===== config.mk =====
export PLATFORM = sky130hd
export DESIGN_NAME = div
export DESIGN_NICKNAME = d
export VERILOG_FILES = /design/src/rtl/div.sv
export SDC_FILE = /design/constraint.sdc
export NUM_CORES = 1
export LEC_CHECK = 0
export ABC_AREA = 1
export BUFFER_PORTS_ARGS = -buffer_cell sky130_fd_sc_hd__buf_2
export CAP_MARGIN = 5
export CORE_ASPECT_RATIO = 1.25
export CORE_MARGIN = 5
export CORE_UTILIZATION = 65
export CTS_CLUSTER_DIAMETER = 200
export CTS_CLUSTER_SIZE = 14
export DETAILED_ROUTE_END_ITERATION = 16
export PLACE_DENSITY = 0.92
export SLEW_MARGIN = 20
export SYNTH_ARGS = -nofsm -noshare
export SYNTH_HDL_FRONTEND = slang
export SYNTH_SLANG_ARGS = --single-unit
export TNS_END_PERCENT = 1

===== constraint.sdc =====
create_clock -name clk -period 15.47 [get_ports clk]
set_input_delay 3.094 -clock clk [delete_from_list [all_inputs] [get_ports clk]]
set_output_delay 3.094 -clock clk [all_outputs]
set_load 0.01 [all_outputs]

===== src/rtl/div.sv =====
// Radix-2 restoring divider for DIV/DIVU: one quotient bit per clock.
// Result is {remainder, quotient}, held until the requester drops start_i.
module div #(
    parameter int DATA_W = 32
) (
    input  logic                clk,
    input  logic                rst,
    input  logic                signed_div_i,
    input  logic [DATA_W-1:0]   opdata1_i,
    input  logic [DATA_W-1:0]   opdata2_i,
    input  logic                start_i,
    input  logic                annul_i,
    output logic [2*DATA_W-1:0] result_o,
    output logic                ready_o
);

    typedef enum logic [1:0] {
        S_FREE,
        S_BYZERO,
        S_ON,
        S_END
    } state_t;

    state_t              r_state, w_state_n;
    logic [5:0]          r_cnt, w_cnt_n;
    logic [2*DATA_W:0]   r_dvd, w_dvd_n;
    logic [DATA_W-1:0]   r_dvs, w_dvs_n;
    logic                r_neg_q, w_neg_q_n;
    logic                r_neg_r, w_neg_r_n;
    logic [2*DATA_W-1:0] r_result, w_result_n;
    logic                r_ready, w_ready_n;

    logic [DATA_W-1:0]   w_abs1, w_abs2;
    logic [DATA_W:0]     w_diff;
    logic [DATA_W-1:0]   w_quot, w_rem;

    assign w_abs1 = (signed_div_i && opdata1_i[DATA_W-1]) ? (~opdata1_i + 1'b1) : opdata1_i;
    assign w_abs2 = (signed_div_i && opdata2_i[DATA_W-1]) ? (~opdata2_i + 1'b1) : opdata2_i;

    assign w_diff = r_dvd[2*DATA_W:DATA_W] - {1'b0, r_dvs};

    // Restore the signs: quotient by operand XOR, remainder follows the dividend.
    assign w_quot = r_neg_q ? (~r_dvd[DATA_W-1:0] + 1'b1) : r_dvd[DATA_W-1:0];
    assign w_rem  = r_neg_r ? (~r_dvd[2*DATA_W:DATA_W+1] + 1'b1) : r_dvd[2*DATA_W:DATA_W+1];

    always_ff @(posedge clk or posedge rst) begin
        if (rst) begin
            r_state  <= S_FREE;
            r_cnt    <= '0;
            r_dvd    <= '0;
            r_dvs    <= '0;
            r_neg_q  <= 1'b0;
            r_neg_r  <= 1'b0;
            r_result <= '0;
            r_ready  <= 1'b0;
        end else begin
            r_state  <= w_state_n;
            r_cnt    <= w_cnt_n;
            r_dvd    <= w_dvd_n;
            r_dvs    <= w_dvs_n;
            r_neg_q  <= w_neg_q_n;
            r_neg_r  <= w_neg_r_n;
            r_result <= w_result_n;
            r_ready  <= w_ready_n;
        end
    end

    always_comb begin
        w_state_n  = r_state;
        w_cnt_n    = r_cnt;
        w_dvd_n    = r_dvd;
        w_dvs_n    = r_dvs;
        w_neg_q_n  = r_neg_q;
        w_neg_r_n  = r_neg_r;
        w_result_n = r_result;
        w_ready_n  = r_ready;
        unique case (r_state)
            S_FREE: begin
                w_ready_n  = 1'b0;
                w_result_n = '0;
                if (start_i && !annul_i) begin
                    w_neg_q_n = signed_div_i & (opdata1_i[DATA_W-1] ^ opdata2_i[DATA_W-1]);
                    w_neg_r_n = signed_div_i & opdata1_i[DATA_W-1];
                    if (opdata2_i == '0) begin
                        w_state_n = S_BYZERO;
                    end else begin
                        w_state_n = S_ON;
                        w_cnt_n   = '0;
                        w_dvd_n   = {{DATA_W{1'b0}}, w_abs1, 1'b0};
                        w_dvs_n   = w_abs2;
                    end
                end
            end
            S_BYZERO: begin
                if (annul_i) begin
                    w_state_n  = S_FREE;
                    w_ready_n  = 1'b0;
                    w_result_n = '0;
                end else begin
                    w_state_n  = S_END;
                    w_ready_n  = 1'b1;
                    w_result_n = '0;
                end
            end
            S_ON: begin
                if (annul_i) begin
                    w_state_n  = S_FREE;
                    w_ready_n  = 1'b0;
                    w_result_n = '0;
                end else if (r_cnt != 6'd32) begin
                    if (w_diff[DATA_W]) begin
                        w_dvd_n = {r_dvd[2*DATA_W-1:0], 1'b0};
                    end else begin
                        w_dvd_n = {w_diff[DATA_W-1:0], r_dvd[DATA_W-1:0], 1'b1};
                    end
                    w_cnt_n = r_cnt + 6'd1;
                end else begin
                    w_state_n  = S_END;
                    w_ready_n  = 1'b1;
                    w_result_n = {w_rem, w_quot};
                end
            end
            S_END: begin
                if (!start_i) begin
                    w_state_n  = S_FREE;
                    w_ready_n  = 1'b0;
                    w_result_n = '0;
                end
            end
            default: begin
                w_state_n = S_FREE;
            end
        endcase
    end

    assign result_o = r_result;
    assign ready_o  = r_ready;

endmodule


-- Yosys cells after proc, flatten, opt, wreduce, memory -nomap -nowiden
Index checks and enable logic that the tools add are counted.
- add/sub/neg operators: 6
- $mul: 0
- divide/modulo/power cells: 0
- $lt $le $gt $ge: 0
- eq/ne operators: 10
- shift-type cells: 0
- multiplexer cells: 31
- bitwise gates (word level): 8
- reductions and logical operators: 13
- operators with widths (operator ; number):
    65-bit 2-to-1 mux ; 5
    64-bit 2-to-1 mux ; 3
    64-bit one-hot mux with 3 select lines ; 1
    65-bit one-hot mux with 2 select lines ; 1
    32-bit by 1-bit adder with 32-bit output (second input constant) ; 4
    32-bit 2-to-1 mux ; 4
    32-bit NOT ; 4
    33-bit by 32-bit subtractor with 33-bit output ; 1
    32-bit logical NOT ; 1
    6-bit 2-to-1 mux ; 4
    2-bit 2-to-1 mux ; 6
    6-bit one-hot mux with 2 select lines ; 1
    2-bit != test (second input constant) ; 5
    2-bit one-hot mux with 4 select lines ; 1
    6-bit by 1-bit adder with 6-bit output (second input constant) ; 1
    6-bit != test (second input constant) ; 1
    3-bit AND reduction ; 2
    5-bit AND reduction ; 1
    2-bit equality test (second input constant) ; 2
    1-bit 2-to-1 mux ; 4
    1-bit one-hot mux with 4 select lines ; 1
    2-bit AND reduction ; 2
    1-bit logical AND ; 3
    3-bit != test (second input constant) ; 1
    other kinds (8) ; 9
- flip-flop bits (word level): 172
- latch bits: 0
- memory bits (writable): 0
- ROM bits: 0
- bits of input ports: 69
- output and inout bits: 65
- logic and storage cells: 76
- memories kept: 0

-- Longest topological paths before layout
Gate-level depths: netlist of run 1.
- depth after elaboration: 6
- depth in mapped cells: 18
- depth with buffers taken out: 17

-- Worst setup path after synthesis of run 1
OpenSTA, ideal clock, no wires.
- path type: input-to-reg
- start: input opdata2_i[0]
- end: register r_dvd[49]
- setup time: 0.117 ns
- arrival: 4.422 ns
- required time: 15.353 ns
- path slack: 10.931 ns
- cell stages on the path: 13
- path buffers: 2
- cell sequence: inv_1 ha_1 nand3_1 nor2_2 nand2_1 nor2_1 nand2_1 nand4_4 nor2_2 buf_6 buf_6 nand3_1 nand2_1
- cells in the longest elaborated chain, start to end: 3
- RTL lines (element ; RTL line ; RTL):
    start, declared ; 10 ; input logic [DATA_W-1:0] opdata2_i,
    32-bit logical NOT ; 84 ; if (opdata2_i == '0) begin
    2-bit != test (no line) ; -- ;
    5-bit AND reduction (no line) ; -- ;
    end signal, assigned ; 59 ; r_dvd <= w_dvd_n;
    end, declared ; 26 ; logic [2*DATA_W:0] r_dvd, w_dvd_n;
No other way between the ends.
A chain may end at the register's enable or synchronous reset.

-- Worst setup path after layout of run 1
- start: input opdata2_i[0]
- end: register r_dvs[10]
- cells in the longest elaborated chain, start to end: 3
- elaborated cells between the ends (all ways): 6
- those cells by class: add/sub (1); mux (1); bitwise (2); reduce/logical (2)
- RTL lines (element ; RTL line ; RTL):
    32-bit NOT or 32-bit logical NOT (tied branches) ; 38, 84 ;
    32-bit by 1-bit adder with 32-bit output or 1-bit NOT (tied branches) ; -- ;
    32-bit 2-to-1 mux or 3-bit AND reduction (tied branches) ; -- ;
    end signal, assigned ; 60 ; r_dvs <= w_dvs_n;
    end, declared ; 27 ; logic [DATA_W-1:0] r_dvs, w_dvs_n;
Parallel ways exist; a longest one is shown, timed or not.

==> results.toml, run 1 <==
[outcome]
outcome = "finished clean"

[final_layout]
nets = 2274
fill_cells = 1735
layout-drive-gt1-share_pct = 9.83
final_common_cell = "nand2_1"
mostFrequentLayoutCells = "nand2_1, inv_1, nand3_1"
antennaDiodeCount = 0
area_growth_pct = 9.75

[placement]
port_buffers = 133
place.gp.congestion = 1.08
hpwl_um = 30700

[global_route]
grt_pass1_vias = 13600
overflow = 0
grt_pass1_wl_um = 66100
grt_max_degree = 99
grt_use_total_pct = 35.8
antenna_found_initial = 0

[synthesis]
synthArstFlopShare_pct = 100
synth_seq_area_share_pct = 32.5
synth_cell_type_count = 50
avgSynthCellArea_um2 = 6.42
yosys_warnings = 0
synthCells = 2065
syn_nets = 2176
synth_top_flop_cell = "dfrtp_1"
synth-seq-cells = 172
synth_area_mm2 = 0.0133
synth_edf_count = 0

[floorplanning]
dieHeight_um = 170
coreArea_mm2 = 0.0201
start_util_pct = 65.9
dieArea_mm2 = 0.0234
rows = 58
ios = 134
die-width_um = 138

[worst_setup_path]
reg2regPathDepth = 10
crit_path_start_kind = "input pin"
cp_max_fo = 47
ff2ff_setup_slack_ps = 12040
cp_data_arrival_time_ps = 5900
worst-setup-path-type = "input pin to flip-flop"
crit_path_end_kind = "flip-flop"
cp.required_ps = 15790
timing.rr.end = "r_dvd[64]$_DFFE_PP0P_"
r2r_start = "r_state[0]$_DFFE_PP0P_"
startpoint = "opdata2_i[0]"

[drt]
routedWlPerCell_um = 16.7
ant_nets = 0
drt_iter0_drc = 1132
first_pass_iters = 6
routed-via-count = 13900
wirelength_um = 41000
viasPerCell = 5.70
drc_errors = 0

[cts]
cts_resized = 0
numCtsBuffers = 17
clk_pin_slew_worst_paths_ps = 80
clock_latency_ps = 450
cts_buffer_depth = 2
clock_sinks = 172
hold_buffers = 0
cts_setup_buffers = 0
cts_tree = "built"
cts-root-buf = "clkbuf_16"
htree_levels = 4

[hold_path]
hp-start = "result_o[13]$_DFFE_PP0P_"
holdPathEnd = "result_o[13]$_DFFE_PP0P_"
hp-class = "flip-flop to flip-flop"
hold-path-cell-count = 2

[power_and_ir_drop]
p_leak_nw = 8.08
ir_worst_vdd_uv = 95.3
power_density_mw_per_mm2 = 155

[timing]
relSlewSlack_pct = 23.4
finalSetupTns_ps = 0
timing.fmax_ghz = 0.179
rsz0062_at_grt = "no"
setup_viol = 0
final.setup_skew_ps = 15.3
whs_ps = 483
finalCritPeriodShare_pct = 36.1
worst_pin_slew_ps = 1150
drv_slew = 0
finalHoldViolations = 0
finalCriticalPeriod_ps = 5580

[job]
drv_cap = 0
==> Yosys cell counts (all sizes together), types with 2 or more instances <==
library cell  number  area [um2]
o21bai             6        45.0
clkbuf            21        80.1
o21ai            140         704
ha                41         513
o41ai              2        17.5
nor2             163         627
xnor2             22         193
o31ai              9        67.6
nand2            738        2810
buf               40         282
a22oi              2        15.0
a22o               6        52.6
nand4             23         159
a21oi             60         319
o211ai             3        22.5
and2               2        12.5
a31oi              3        18.8
xor2              49         429
nor3              27         184
nand3            217        1110
nand3b            10        75.1
or2                3        18.8
dfrtp            172        4300
inv              298        1120
==> critical path, stage by stage <==
cell      delay (ps)
buf_2             80
inv_1             60
ha_1             230
nand3_1          120
nor2_2            80
nand2_1           90
o21ai_2           70
nor2_2           550
clkinv_1        1020
o21ai_0          500
==> how the worst max path moves through the flow <==
stage	end	slack [ps]	depth (start not counted)
4_1_cts	r_dvd[64]$_DFFE_PP0P_	10310	14
3_5_place_dp	r_dvd[44]$_DFFE_PP0P_	9880	14
5_1_grt	r_dvs[0]$_DFFE_PP0P_	9570	10
3_3_place_gp	r_dvd[54]$_DFFE_PP0P_	9980	14
6_report	r_dvs[10]$_DFFE_PP0P_	9890	10
2_1_floorplan	r_cnt[0]$_DFFE_PP0P_	7720	1
==> cells by family (layout without fill, tap and decap cells) <==
logic type	count (synthesis)	after routing	synth area share (%)
adders and majority gates	42	42	4.02
xor gates and xnor gates	71	71	4.69
buffers and inverters	360	471	11.2
DFF	172	172	32.5
and+or+nand+nor	1185	1185	37.8
AOI/OAI and AO/OA	235	235	9.79
==> state kept, by name, summed over array words and instances (netlist names) <==
signal	flops
result_o	64
r_dvd	65
r_neg_q	1
r_cnt	6
r_neg_r	1
r_state	2
ready_o	1
r_dvs	32
==> where the power goes <==
part	internal (mW)	total, mW	switching, mW
sequential	0.575	0.694	0.119
clock	0.217	0.434	0.217
combinational	0.336	1.13	0.790
==> layout make-up <==
type	instances	area, um2	share of cell area [%]
Inverter	299	1130	7.75
Tap cell	270	338	2.32
Clock buffer	17	425	2.93
Timing Repair Buffer	140	718	4.94
Sequential cell	172	4300	29.6
Clock inverter	15	160	1.10
Multi-Input combinational cell	1533	7470	51.4
==> through the flow <==
step | instances | power, mW | setup slack (ps) | instance area [um2] | util, %
3_3_place_gp | 2414 | 1.75 | 9980 | 14000 | 69.4
4_1_cts | 2446 | 2.23 | 10310 | 14500 | 72.3
3_5_place_dp | 2414 | 1.79 | 9880 | 14000 | 69.4
6_report | 2446 | 2.25 | 9890 | 14500 | 72.3
5_1_grt | 2446 | 2.41 | 9570 | 14500 | 72.3
2_1_floorplan | 2065 | 1.48 | 7720 | 13300 | -
==> per-layer routing <==
layer	routed length (um)	track usage (%)	vias up
li1	-	-	6714
met1	14900	41.5	6376
met2	20300	61.0	681
met3	2940	5.90	174
met4	2830	22.8	0
met5	0	0	-
Power figures use the tool's default switching activity.
==> run 2: changes to the inputs <==
- ABC_AREA: 1 -> 0
- CORE_UTILIZATION: 65 -> 54
- PLACE_DENSITY: 0.92 -> 0.83
- clock period: 15.47 -> 5 ns (I/O delays scaled with it)
==> run 2 against run 1 <==
Net effect: die area increased by 0.79%; flip-flop and latch count unchanged; largest cell class unchanged; global-route usage decreased by 13 points; register-to-register slack got worse by 11000 ps; non-clock buffer count increased by 4; critical path type is now flip-flop to flip-flop; combinational power increased to 3.9 times the previous value; highest routed layer unchanged.
==> results.toml, run 2 <==
[synthesis]
synth_edf_count = 0
yosys_warnings = 0
yosysTopAreaCell = "dfrtp_1"
synth.area.top_cells = "dfrtp_1, o21ai_0, nand2_1, xor2_1, ha_1"
synth_top_area_share_pct = 38.8
syn_nets = 1450
synth_cell_type_count = 59
synthArstFlopShare_pct = 100
avgSynthCellArea_um2 = 8.29
synth_top_flop_cell = "dfrtp_1"
synth_most_common_cell = "nand2_1"
synth-seq-cells = 172
synth_seq_area_share_pct = 38.8
yosys-top-cells-count = "nand2_1, o21ai_0, dfrtp_1, a21oi_1, xor2_1"
synth_area_mm2 = 0.0111
synthCells = 1339

[final_layout]
layout-drive-gt1-share_pct = 13.7
area_growth_pct = 13.6
mostFrequentLayoutCells = "nand2_1, o21ai_0, dfrtp_1"
post-route-util_pct = 62.5
antennaDiodeCount = 0
nets = 1545
largest_register_ffs = 65
final_common_cell = "nand2_1"
regMostFlops = "r_dvd"

[power_and_ir_drop]
power.internal_mw = 4.40
p_leak_nw = 5.76
power.share.clock_pct = 16.0
p_comb_share_pct = 53.3
p_sw_share_pct = 46.6
switching_power_mw = 3.85
power_density_mw_per_mm2 = 654
power_frac_seq_pct = 30.6
ir_worst_vdd_uv = 356

[drt]
drt_iter0_drc = 642
ant_nets = 0
first_pass_iters = 6
wl_met3_um = 1380
routed-via-count = 9862
wl_met2_um = 12800
wirelength_um = 26100
viasPerCell = 5.74
drc_errors = 0
routedWlPerCell_um = 15.2
wl_met1_um = 11300
top_layer_used = "met4"

[worst_setup_path]
crit_path_start_kind = "flip-flop"
worst-setup-path-type = "flip-flop to flip-flop"
cp_max_fo = 57
cpPeakStageDelay_ps = 620
cp_data_arrival_time_ps = 4490
cp_slowest_cell = "o41ai_2"
crit_path_end_kind = "flip-flop"
cp.required_ps = 5310
path_cells = "ha_1 > a21oi_1 > nor2b_1 > a21oi_1 > a211oi_1 > a211oi_1 > a31o_2 > o41ai_2 > xor2_4 > buf_12 > a311oi_1 > a221o_1"

[cts]
clock_latency_ps = 430
cts_setup_buffers = 0
htree_levels = 4
clk_pin_slew_worst_paths_ps = 70
hold_buffers = 0
cts_tree = "built"
cts-root-buf = "clkbuf_16"
numCtsBuffers = 17
cts_resized = 0
clock_sinks = 172
cts_buffer_depth = 2

[timing]
finalCriticalPeriod_ps = 4180
worst_pin_slew_ps = 1060
relSlewSlack_pct = 28.4
setup_viol = 0
drv_slew = 0
finalCritPeriodShare_pct = 83.6
rsz0062_at_grt = "no"
finalSetupTns_ps = 0
finalHoldViolations = 0
final.setup_skew_ps = 7.17
timing.fmax_ghz = 0.239

[floorplanning]
start_util_pct = 55.0
coreArea_mm2 = 0.0202
dieHeight_um = 170
dieArea_mm2 = 0.0235
die-width_um = 138
rows = 58
ios = 134

[global_route]
grt_max_degree = 173
antenna_found_initial = 0
grt_pass1_vias = 9483
overflow = 0
grt_pass1_wl_um = 45000
grt_use_total_pct = 22.6

[placement]
port_buffers = 133
hpwl_um = 19100
place.gp.congestion = 0.860

[outcome]
outcome = "finished clean"

[hold_path]
hp-class = "flip-flop to flip-flop"

[job]
drv_cap = 0
==> run 2: path summary, 6_finish.rpt <==
kind	from	to	slack [ps]	depth (start not counted)
worst max-delay path	r_dvd[36]$_DFFE_PP0P_	r_dvd[58]$_DFFE_PP0P_	820	12
worst min-delay path	result_o[14]$_DFFE_PP0P_	result_o[14]$_DFFE_PP0P_	470	2
worst max register to register	r_dvd[36]$_DFFE_PP0P_	r_dvd[58]$_DFFE_PP0P_	820	12
worst min register to register	result_o[14]$_DFFE_PP0P_	result_o[14]$_DFFE_PP0P_	470	2
max in group asynchronous	rst	r_dvd[29]$_DFFE_PP0P_	3510	3
min in group asynchronous	rst	r_dvs[31]$_DFFE_PP0P_	820	3
==> run 2: area by class of cell <==
type | instances | area [um2]
timing repair buffer | 144 | 798
inverter | 63 | 240
sequential | 172 | 4300
tap | 270 | 338
clock inverter | 14 | 161
multi-input combinational | 1036 | 6330
clock buffer | 18 | 429
fill | 1777 | 7570
==> run 2: through the flow <==
| step | setup WS [ps] | hold slack, ps | instance area (um2) | instances | power (mW) |
|---|---|---|---|---|---|
| 2_1_floorplan | 1260 | 471 | 11100 | 1339 | 5.76 |
| 3_3_place_gp | 808 | 456 | 12000 | 1684 | 6.71 |
| 3_5_place_dp | 746 | 465 | 12000 | 1684 | 6.87 |
| 4_1_cts | 841 | 480 | 12600 | 1716 | 8.24 |
| 5_1_grt | 442 | 493 | 12600 | 1717 | 9.00 |
| 6_report | 818 | 474 | 12600 | 1717 | 8.25 |
==> run 2: worst max-delay path, delay by kind of cell (launching register included) <==
kind,cells,cell delay [ps]
flip-flops,1,480
adder cells (fa/ha/maj),1,390
AO/OA/AOI/OAI,8,2440
XOR/XNOR,1,200
AND/OR/NAND/NOR,1,280
buffers and inverters,1,230
==> run 2: power groups by stage <==
| stage | Combinational, mW | Clock [mW] | Sequential, mW |
|---|---|---|---|
| floorplan | 3.37 | 0 | 2.39 |
| global placement | 4.21 | 0 | 2.50 |
| detailed placement | 4.33 | 0 | 2.53 |
| CTS | 4.38 | 1.34 | 2.51 |
| global route | 4.99 | 1.40 | 2.61 |
| finish | 4.40 | 1.32 | 2.53 |
==> run 2: cells by family after synthesis <==
kind of cell	after synthesis	synth area share (%)
flip-flops	172	38.8
buffers and inverters	131	4.56
adder cells (fa/ha/maj)	42	4.80
multiplexers	14	1.28
AND/OR/NAND/NOR	430	17.8
AO/OA/AOI/OAI	403	21.2
XOR/XNOR	147	11.6
==> run 2: per-layer routing <==
layer | vias to the layer above | global-route usage, %
met1 | 4604 | 29.2
met2 | 318 | 38.4
met3 | 51 | 3.51
li1 | 4889 | -
met4 | 0 | 8.94
met5 | - | 0
